## src/rtl/imm_decode_stage_pkg.sv

```systemverilog
// Shared definitions for the immediate decode stage and the signed immediate extender.
package imm_decode_stage_pkg;

  localparam logic [6:0] OP_IMM = 7'b0010011;
  localparam logic [6:0] LOAD   = 7'b0000011;
  localparam logic [6:0] JALR   = 7'b1100111;
  localparam logic [6:0] STORE  = 7'b0100011;
  localparam logic [6:0] BRANCH = 7'b1100011;
  localparam logic [6:0] LUI    = 7'b0110111;
  localparam logic [6:0] AUIPC  = 7'b0010111;
  localparam logic [6:0] JAL    = 7'b1101111;
  localparam logic [6:0] OP     = 7'b0110011;

  // Extender select: which immediate field, and whether it is a halfword offset.
  typedef enum logic [1:0] {
    EXT_IMM12     = 2'b00,
    EXT_IMM12_SH1 = 2'b01,
    EXT_IMM20     = 2'b10,
    EXT_IMM20_SH1 = 2'b11
  } ext_ctrl_t;

  typedef struct packed {
    logic [6:0]  opcode;
    logic [4:0]  rd;
    logic [4:0]  rs1;
    logic [4:0]  rs2;
    logic [11:0] imm12;
    logic [19:0] imm20;
    ext_ctrl_t   ext_ctrl;
    logic        upper;
    logic        illegal;
  } beat_t;

endpackage

```

## src/rtl/imm_decode_stage_if.sv

```systemverilog
// Instruction-in / decoded-beat-out bus of the immediate decode stage.
// valid/ready: a beat transfers on a rising edge where valid && ready; once valid
// is raised the sender holds it and its payload stable until the transfer.
interface imm_decode_stage_if
  import imm_decode_stage_pkg::*;
#(
  parameter int PC_W = 32
);
  logic            flush;
  logic            in_valid;
  logic            in_ready;
  logic [31:0]     in_instr;
  logic [PC_W-1:0] in_pc;
  logic            out_valid;
  logic            out_ready;
  logic [PC_W-1:0] out_pc;
  logic [6:0]      out_opcode;
  logic [4:0]      out_rd;
  logic [4:0]      out_rs1;
  logic [4:0]      out_rs2;
  logic [11:0]     out_imm12;
  logic [19:0]     out_imm20;
  ext_ctrl_t       out_ext_ctrl;
  logic            out_upper;
  logic            out_illegal;

  modport master (
    output flush, in_valid, in_instr, in_pc, out_ready,
    input  in_ready, out_valid, out_pc, out_opcode, out_rd, out_rs1, out_rs2,
           out_imm12, out_imm20, out_ext_ctrl, out_upper, out_illegal
  );

  modport slave (
    input  flush, in_valid, in_instr, in_pc, out_ready,
    output in_ready, out_valid, out_pc, out_opcode, out_rd, out_rs1, out_rs2,
           out_imm12, out_imm20, out_ext_ctrl, out_upper, out_illegal
  );
endinterface

```

## src/rtl/imm_decode_stage_imm_field_decode.sv

```systemverilog
// Combinational RV32I immediate slicer: picks the immediate bits and extender select.
module imm_field_decode
  import imm_decode_stage_pkg::*;
(
  input  logic [31:0] instr,
  output logic [11:0] imm12,
  output logic [19:0] imm20,
  output ext_ctrl_t   ext_ctrl,
  output logic        upper,
  output logic        illegal
);

  always_comb begin
    imm12    = '0;
    imm20    = '0;
    ext_ctrl = EXT_IMM12;
    upper    = 1'b0;
    illegal  = 1'b0;
    case (instr[6:0])
      OP_IMM, LOAD, JALR: imm12 = instr[31:20];
      STORE:              imm12 = {instr[31:25], instr[11:7]};
      BRANCH: begin
        imm12    = {instr[31], instr[7], instr[30:25], instr[11:8]};
        ext_ctrl = EXT_IMM12_SH1;
      end
      LUI, AUIPC: begin
        imm20    = instr[31:12];
        ext_ctrl = EXT_IMM20;
        upper    = 1'b1;
      end
      JAL: begin
        imm20    = {instr[31], instr[19:12], instr[20], instr[30:21]};
        ext_ctrl = EXT_IMM20_SH1;
      end
      OP:      ;
      default: illegal = 1'b1;
    endcase
  end

endmodule

```

## src/rtl/imm_decode_stage.sv

```systemverilog
// Registered immediate decode stage with a one-entry skid buffer; in_ready comes
// straight from the skid valid flop so backpressure never forms a combinational path.
module imm_decode_stage
  import imm_decode_stage_pkg::*;
#(
  parameter int PC_W = 32
) (
  input logic               clk,
  input logic               rst,
  imm_decode_stage_if.slave bus
);

  beat_t           dec;
  beat_t           main_q, skid_q;
  logic [PC_W-1:0] main_pc, skid_pc;
  logic            main_valid, skid_valid;
  logic            accept, deliver;

  imm_field_decode u_decode (
    .instr    (bus.in_instr),
    .imm12    (dec.imm12),
    .imm20    (dec.imm20),
    .ext_ctrl (dec.ext_ctrl),
    .upper    (dec.upper),
    .illegal  (dec.illegal)
  );

  assign dec.opcode = bus.in_instr[6:0];
  assign dec.rd     = bus.in_instr[11:7];
  assign dec.rs1    = bus.in_instr[19:15];
  assign dec.rs2    = bus.in_instr[24:20];

  assign accept  = bus.in_valid && !skid_valid;
  assign deliver = main_valid && bus.out_ready;

  // Skid can only be full while main is full, and accept is blocked while skid is full.
  always_ff @(posedge clk) begin
    if (rst) begin
      main_valid <= 1'b0;
      skid_valid <= 1'b0;
      main_q     <= '0;
      skid_q     <= '0;
      main_pc    <= '0;
      skid_pc    <= '0;
    end else if (bus.flush) begin
      main_valid <= 1'b0;
      skid_valid <= 1'b0;
    end else if (deliver) begin
      if (skid_valid) begin
        main_q     <= skid_q;
        main_pc    <= skid_pc;
        skid_valid <= 1'b0;
      end else if (accept) begin
        main_q  <= dec;
        main_pc <= bus.in_pc;
      end else begin
        main_valid <= 1'b0;
      end
    end else if (accept) begin
      if (!main_valid) begin
        main_q     <= dec;
        main_pc    <= bus.in_pc;
        main_valid <= 1'b1;
      end else begin
        skid_q     <= dec;
        skid_pc    <= bus.in_pc;
        skid_valid <= 1'b1;
      end
    end
  end

  assign bus.in_ready     = !skid_valid;
  assign bus.out_valid    = main_valid;
  assign bus.out_pc       = main_pc;
  assign bus.out_opcode   = main_q.opcode;
  assign bus.out_rd       = main_q.rd;
  assign bus.out_rs1      = main_q.rs1;
  assign bus.out_rs2      = main_q.rs2;
  assign bus.out_imm12    = main_q.imm12;
  assign bus.out_imm20    = main_q.imm20;
  assign bus.out_ext_ctrl = main_q.ext_ctrl;
  assign bus.out_upper    = main_q.upper;
  assign bus.out_illegal  = main_q.illegal;

endmodule

```

## src/flat_wrapper.sv

```systemverilog
// flat-port wrapper written by rule: the top's interface ports become plain ports
module imm_decode_stage_flat import imm_decode_stage_pkg::*;
#(
  parameter int PC_W = 32
)
  (clk, rst, bus_flush, bus_in_valid, bus_in_instr, bus_in_pc, bus_out_ready, bus_in_ready, bus_out_valid, bus_out_pc, bus_out_opcode, bus_out_rd, bus_out_rs1, bus_out_rs2, bus_out_imm12, bus_out_imm20, bus_out_ext_ctrl, bus_out_upper, bus_out_illegal);
  imm_decode_stage_if #(.PC_W(PC_W)) bus_i ();
  input logic clk;
  input logic rst;
  input wire logic [$bits(bus_i.flush)-1:0] bus_flush;
  input wire logic [$bits(bus_i.in_valid)-1:0] bus_in_valid;
  input wire logic [$bits(bus_i.in_instr)-1:0] bus_in_instr;
  input wire logic [$bits(bus_i.in_pc)-1:0] bus_in_pc;
  input wire logic [$bits(bus_i.out_ready)-1:0] bus_out_ready;
  output wire logic [$bits(bus_i.in_ready)-1:0] bus_in_ready;
  output wire logic [$bits(bus_i.out_valid)-1:0] bus_out_valid;
  output wire logic [$bits(bus_i.out_pc)-1:0] bus_out_pc;
  output wire logic [$bits(bus_i.out_opcode)-1:0] bus_out_opcode;
  output wire logic [$bits(bus_i.out_rd)-1:0] bus_out_rd;
  output wire logic [$bits(bus_i.out_rs1)-1:0] bus_out_rs1;
  output wire logic [$bits(bus_i.out_rs2)-1:0] bus_out_rs2;
  output wire logic [$bits(bus_i.out_imm12)-1:0] bus_out_imm12;
  output wire logic [$bits(bus_i.out_imm20)-1:0] bus_out_imm20;
  output wire logic [$bits(bus_i.out_ext_ctrl)-1:0] bus_out_ext_ctrl;
  output wire logic [$bits(bus_i.out_upper)-1:0] bus_out_upper;
  output wire logic [$bits(bus_i.out_illegal)-1:0] bus_out_illegal;
  assign bus_i.flush = bus_flush;
  assign bus_i.in_valid = bus_in_valid;
  assign bus_i.in_instr = bus_in_instr;
  assign bus_i.in_pc = bus_in_pc;
  assign bus_i.out_ready = bus_out_ready;
  assign bus_in_ready = bus_i.in_ready;
  assign bus_out_valid = bus_i.out_valid;
  assign bus_out_pc = bus_i.out_pc;
  assign bus_out_opcode = bus_i.out_opcode;
  assign bus_out_rd = bus_i.out_rd;
  assign bus_out_rs1 = bus_i.out_rs1;
  assign bus_out_rs2 = bus_i.out_rs2;
  assign bus_out_imm12 = bus_i.out_imm12;
  assign bus_out_imm20 = bus_i.out_imm20;
  assign bus_out_ext_ctrl = bus_i.out_ext_ctrl;
  assign bus_out_upper = bus_i.out_upper;
  assign bus_out_illegal = bus_i.out_illegal;
  imm_decode_stage #(.PC_W(PC_W)) u_core (.clk(clk), .rst(rst), .bus(bus_i));
endmodule
```

## config.mk

```make
export PLATFORM = sky130hd
export DESIGN_NAME = imm_decode_stage_flat
export DESIGN_NICKNAME = d
export VERILOG_FILES = /design/src/rtl/imm_decode_stage_pkg.sv /design/src/rtl/imm_decode_stage_if.sv /design/src/rtl/imm_decode_stage_imm_field_decode.sv /design/src/rtl/imm_decode_stage.sv /design/src/flat_wrapper.sv
export SDC_FILE = /design/constraint.sdc
export NUM_CORES = 1
export LEC_CHECK = 0
export ABC_AREA = 1
export BUFFER_PORTS_ARGS = -buffer_cell sky130_fd_sc_hd__clkbuf_2
export CORE_UTILIZATION = 50
export CTS_CLUSTER_SIZE = 10
export DETAILED_ROUTE_END_ITERATION = 7
export HOLD_SLACK_MARGIN = 0.12
export PLACE_DENSITY = 0.71
export SYNTH_ARGS = -nofsm -noshare
export SYNTH_HDL_FRONTEND = slang
export SYNTH_HIERARCHICAL = 1
export SYNTH_SLANG_ARGS = --single-unit
export TNS_END_PERCENT = 20
```

## constraint.sdc

```tcl
create_clock -name clk -period 1.7 [get_ports clk]
set_input_delay 0 -clock clk [delete_from_list [all_inputs] [get_ports clk]]
set_output_delay 0 -clock clk [all_outputs]
set_load 0.1 [all_outputs]
```

==> metrics.cfg <==
[worst_setup_path]
setup.worst_path.end=u_core/bus.out_imm20[18]
cp-start-kind=input pin
crit_type=in -> reg
crit_path_cell_trace=dlygate4sd3_1, clkbuf_2, nand2_1, nor2_1, nand2_1, buf_12, o22ai_1, nand2_1, nand2_1, nor2_1, nor2_1
critPathLaunch=bus_in_instr[1]
worstPathMaxFanout=23
regToRegSetupSlack_ns=0.19
cp.arrival_ns=1.95
r2r_start=u_core/bus.out_valid
cpMostUsedCell=nand2_1
r2r-end=u_core/bus.out_ext_ctrl[0]
slowest_delay_ns=0.55
reg2regPathDepth=8
cpMaxStageDelayCell=dlygate4sd3_1
cp-end-kind=flop
worstPathRequired_ns=2.08

[sta]
finalCritPeriodShare_pct=92.8
hold_viol=0
finalWorstPathRequiredPeriod_ns=1.58
worst_pin_slew_ns=0.567
holdWs_ns=0.280
rsz0062_at_grt=no
setup_viol=0
drv_slew=0
slew_headroom_pct=62.4
setup-tns-final_ns=0
max_freq_ghz=0.634
clock_skew_ns=0.00668

[global_route]
grt_pass1_vias=7798
grt-ovfl-total=0
grt_pass1_wl_mm=37.7
antenna_found_initial=0
globalRouteTotalUtil_pct=26.1
grt_max_degree=91

[final_layout]
seq_area_um2=3640
syn2layout_area_growth_pct=26.1
utilization_pct=65.1
fillers=1537
antenna_cells=0
drive_above_1_share_pct=14.8
final_area_um2=10900
multi_input_area_um2=4140
fin_nets=1676

[synthesis]
seq_area_frac_synth_pct=42.1
yosysUniqueCellTypes=23
synth.cell_area_um2=8650
synthFlopType=dfxtp_1
synth_edf_count=0
synth.area.top_cells=dfxtp_1 (42%), nand2_1 (22%), nor2_1 (16%)
yosysWarnings=6
synth-async-reset-ratio_pct=0
syn_inst=1418
yosysTopAreaCell=dfxtp_1
yosys-top-cells-count=nand2_1 (500), nor2_1 (371), dfxtp_1 (182), inv_1 (128), o21ai_0 (90)
synth_fp_nets=1487
yosysMostFrequentCell=nand2_1
synth-seq-cells=182
syn_area_per_cell_um2=6.10
yosysTopAreaCellShare_pct=42.1

[clock_network]
numCtsBuffers=17
cts_setup_buffers=0
cts.sinks=182
cts_root_buffer=clkbuf_16
cts_tree=yes
h-tree-depth=4
cts_buffer_depth=2
clk_latency_ns=0.44
clk_pin_slew_ns=0.07

[floorplanning]
die_h_um=134
die-area_um2=17800
pin_count=161
core_area_um2=16800
row_count=47
die_w_um=134
start_util_pct=51.6

[route]
drt_first_pass_iters=5
postRouteAntennaNets=0
wl_per_cell_um=12.2
vias=8709
vias_per_cell=4.73
drt_iter0_markers=738
drt_drc_violations_left=0
drt-total-wl_mm=22.5

[power]
p_leak_nw=5.72
ir_drop_v=0.000756
powerDensity_nw_per_um2=938

[placement]
place_area_um2=9650
io_buffer_count=160
gp_congestion=0.840
hpwl_mm=14.0

[run]
cap_violations=0

[worst_hold_path]
hp-class=in -> reg

[run_status]
status=finished clean

-- where the power goes --
group / internal, mW / leakage (nW) / switching, mW / total [mW]
clock: 1.95 / 0.266 / 1.82 / 3.76
sequential: 4.42 / 1.48 / 0.0814 / 4.50
combinational: 0.476 / 3.98 / 1.49 / 1.96
total: 6.84 / 5.72 / 3.38 / 10.2
-- sequential cells by signal, indices dropped and copies added, names as in the netlist, 2 cells and up --
name and flops:
u_core/bus.out_pc 32, u_core/skid_pc 32, u_core/bus.out_rd 5, u_core/bus.out_imm20 20, u_core/bus.out_ext_ctrl 2, u_core/bus.out_imm12 12, u_core/bus.out_opcode 7, u_core/bus.out_rs1 5
u_core/skid_q 58, u_core/bus.out_rs2 5
-- timing repair --
item / CTS / global route
hold buffers: 68 / 0
gates resized for setup: 0 / 4
setup endpoints to repair: 0 / 16
endpoints found under the hold margin: 155 / 0
-- how the worst min path moves through the flow --
stage | startpoint | end | slack [ns] | cells after the start
final | bus_out_ready | u_core/skid_q[55] | 0.28 | 7
after detailed placement | bus_flush | u_core/bus.out_valid | 0.22 | 2
after floorplan | rst | u_core/bus.out_valid | 0.07 | 1
after CTS | bus_out_ready | u_core/skid_pc[3] | 0.26 | 7
after global placement | bus_flush | u_core/bus.out_valid | 0.22 | 2
after global routing | bus_out_ready | u_core/skid_q[16] | 0.31 | 7
-- per-layer routing --
| layer | share of wire, % | wire length (um) | global-route usage, % | vias to the layer above |
|---|---|---|---|---|
| met4 | 1.8 | 416 | 8.84 | 0 |
| met2 | 47 | 10500 | 43.4 | 196 |
| met3 | 4.4 | 980 | 5.18 | 30 |
| li1 | - | - | - | 4627 |
| met1 | 47 | 10600 | 33.8 | 3856 |
| met5 | 0 | 0 | 0 | - |
-- stage by stage --
| stage | power, mW | setup WS [ns] | cells |
|---|---|---|---|
| floorplan | 6.03 | 0.000600 | 1418 |
| global placement | 6.41 | 0.266 | 1740 |
| detailed placement | 6.42 | 0.231 | 1740 |
| CTS | 10.3 | 0.136 | 1840 |
| global route | 10.6 | 0.0152 | 1840 |
| finish | 10.2 | 0.122 | 1840 |
-- logic make-up (layout without fill, tap and decap cells) --
logic type             Yosys count  in the layout  synth area share [%]
buffers and inverters          217            419                  10.3
flip-flops                     182            182                  42.1
AND/OR/NAND/NOR                906            906                  40.2
AO/OA/AOI/OAI                  113            113                  7.35
-- layout by cell type (no fill, tap or decap), drive strengths merged --
master / n
inv: 140
nand3b: 1
nand3: 26
nor3: 1
dfxtp: 182
nor4: 1
clkinvlp: 3
o21ai: 90
clkinv: 5
dlygate4sd3: 68
a21boi: 1
buf: 25
nor2: 374
nand2: 503
a21oi: 3
o22ai: 19
clkbuf: 178
-- final cells by class --
type                    instances  share of cell area [%]
inverters                     134                    4.64
well taps                     220                    2.52
clock buffers                  18                    4.03
repair buffers                253                    16.3
multi-input cells            1019                    38.0
clock inverters                14                    1.08
flip-flops and latches        182                    33.4
-- worst max-delay path: cells and delay by family --
family	cells	cell delay, ns
buffers and inverters	3	0.86
AO/OA/AOI/OAI	1	0.31
AND/OR/NAND/NOR	7	0.78
No activity file was read; power rests on OpenSTA's default activity.
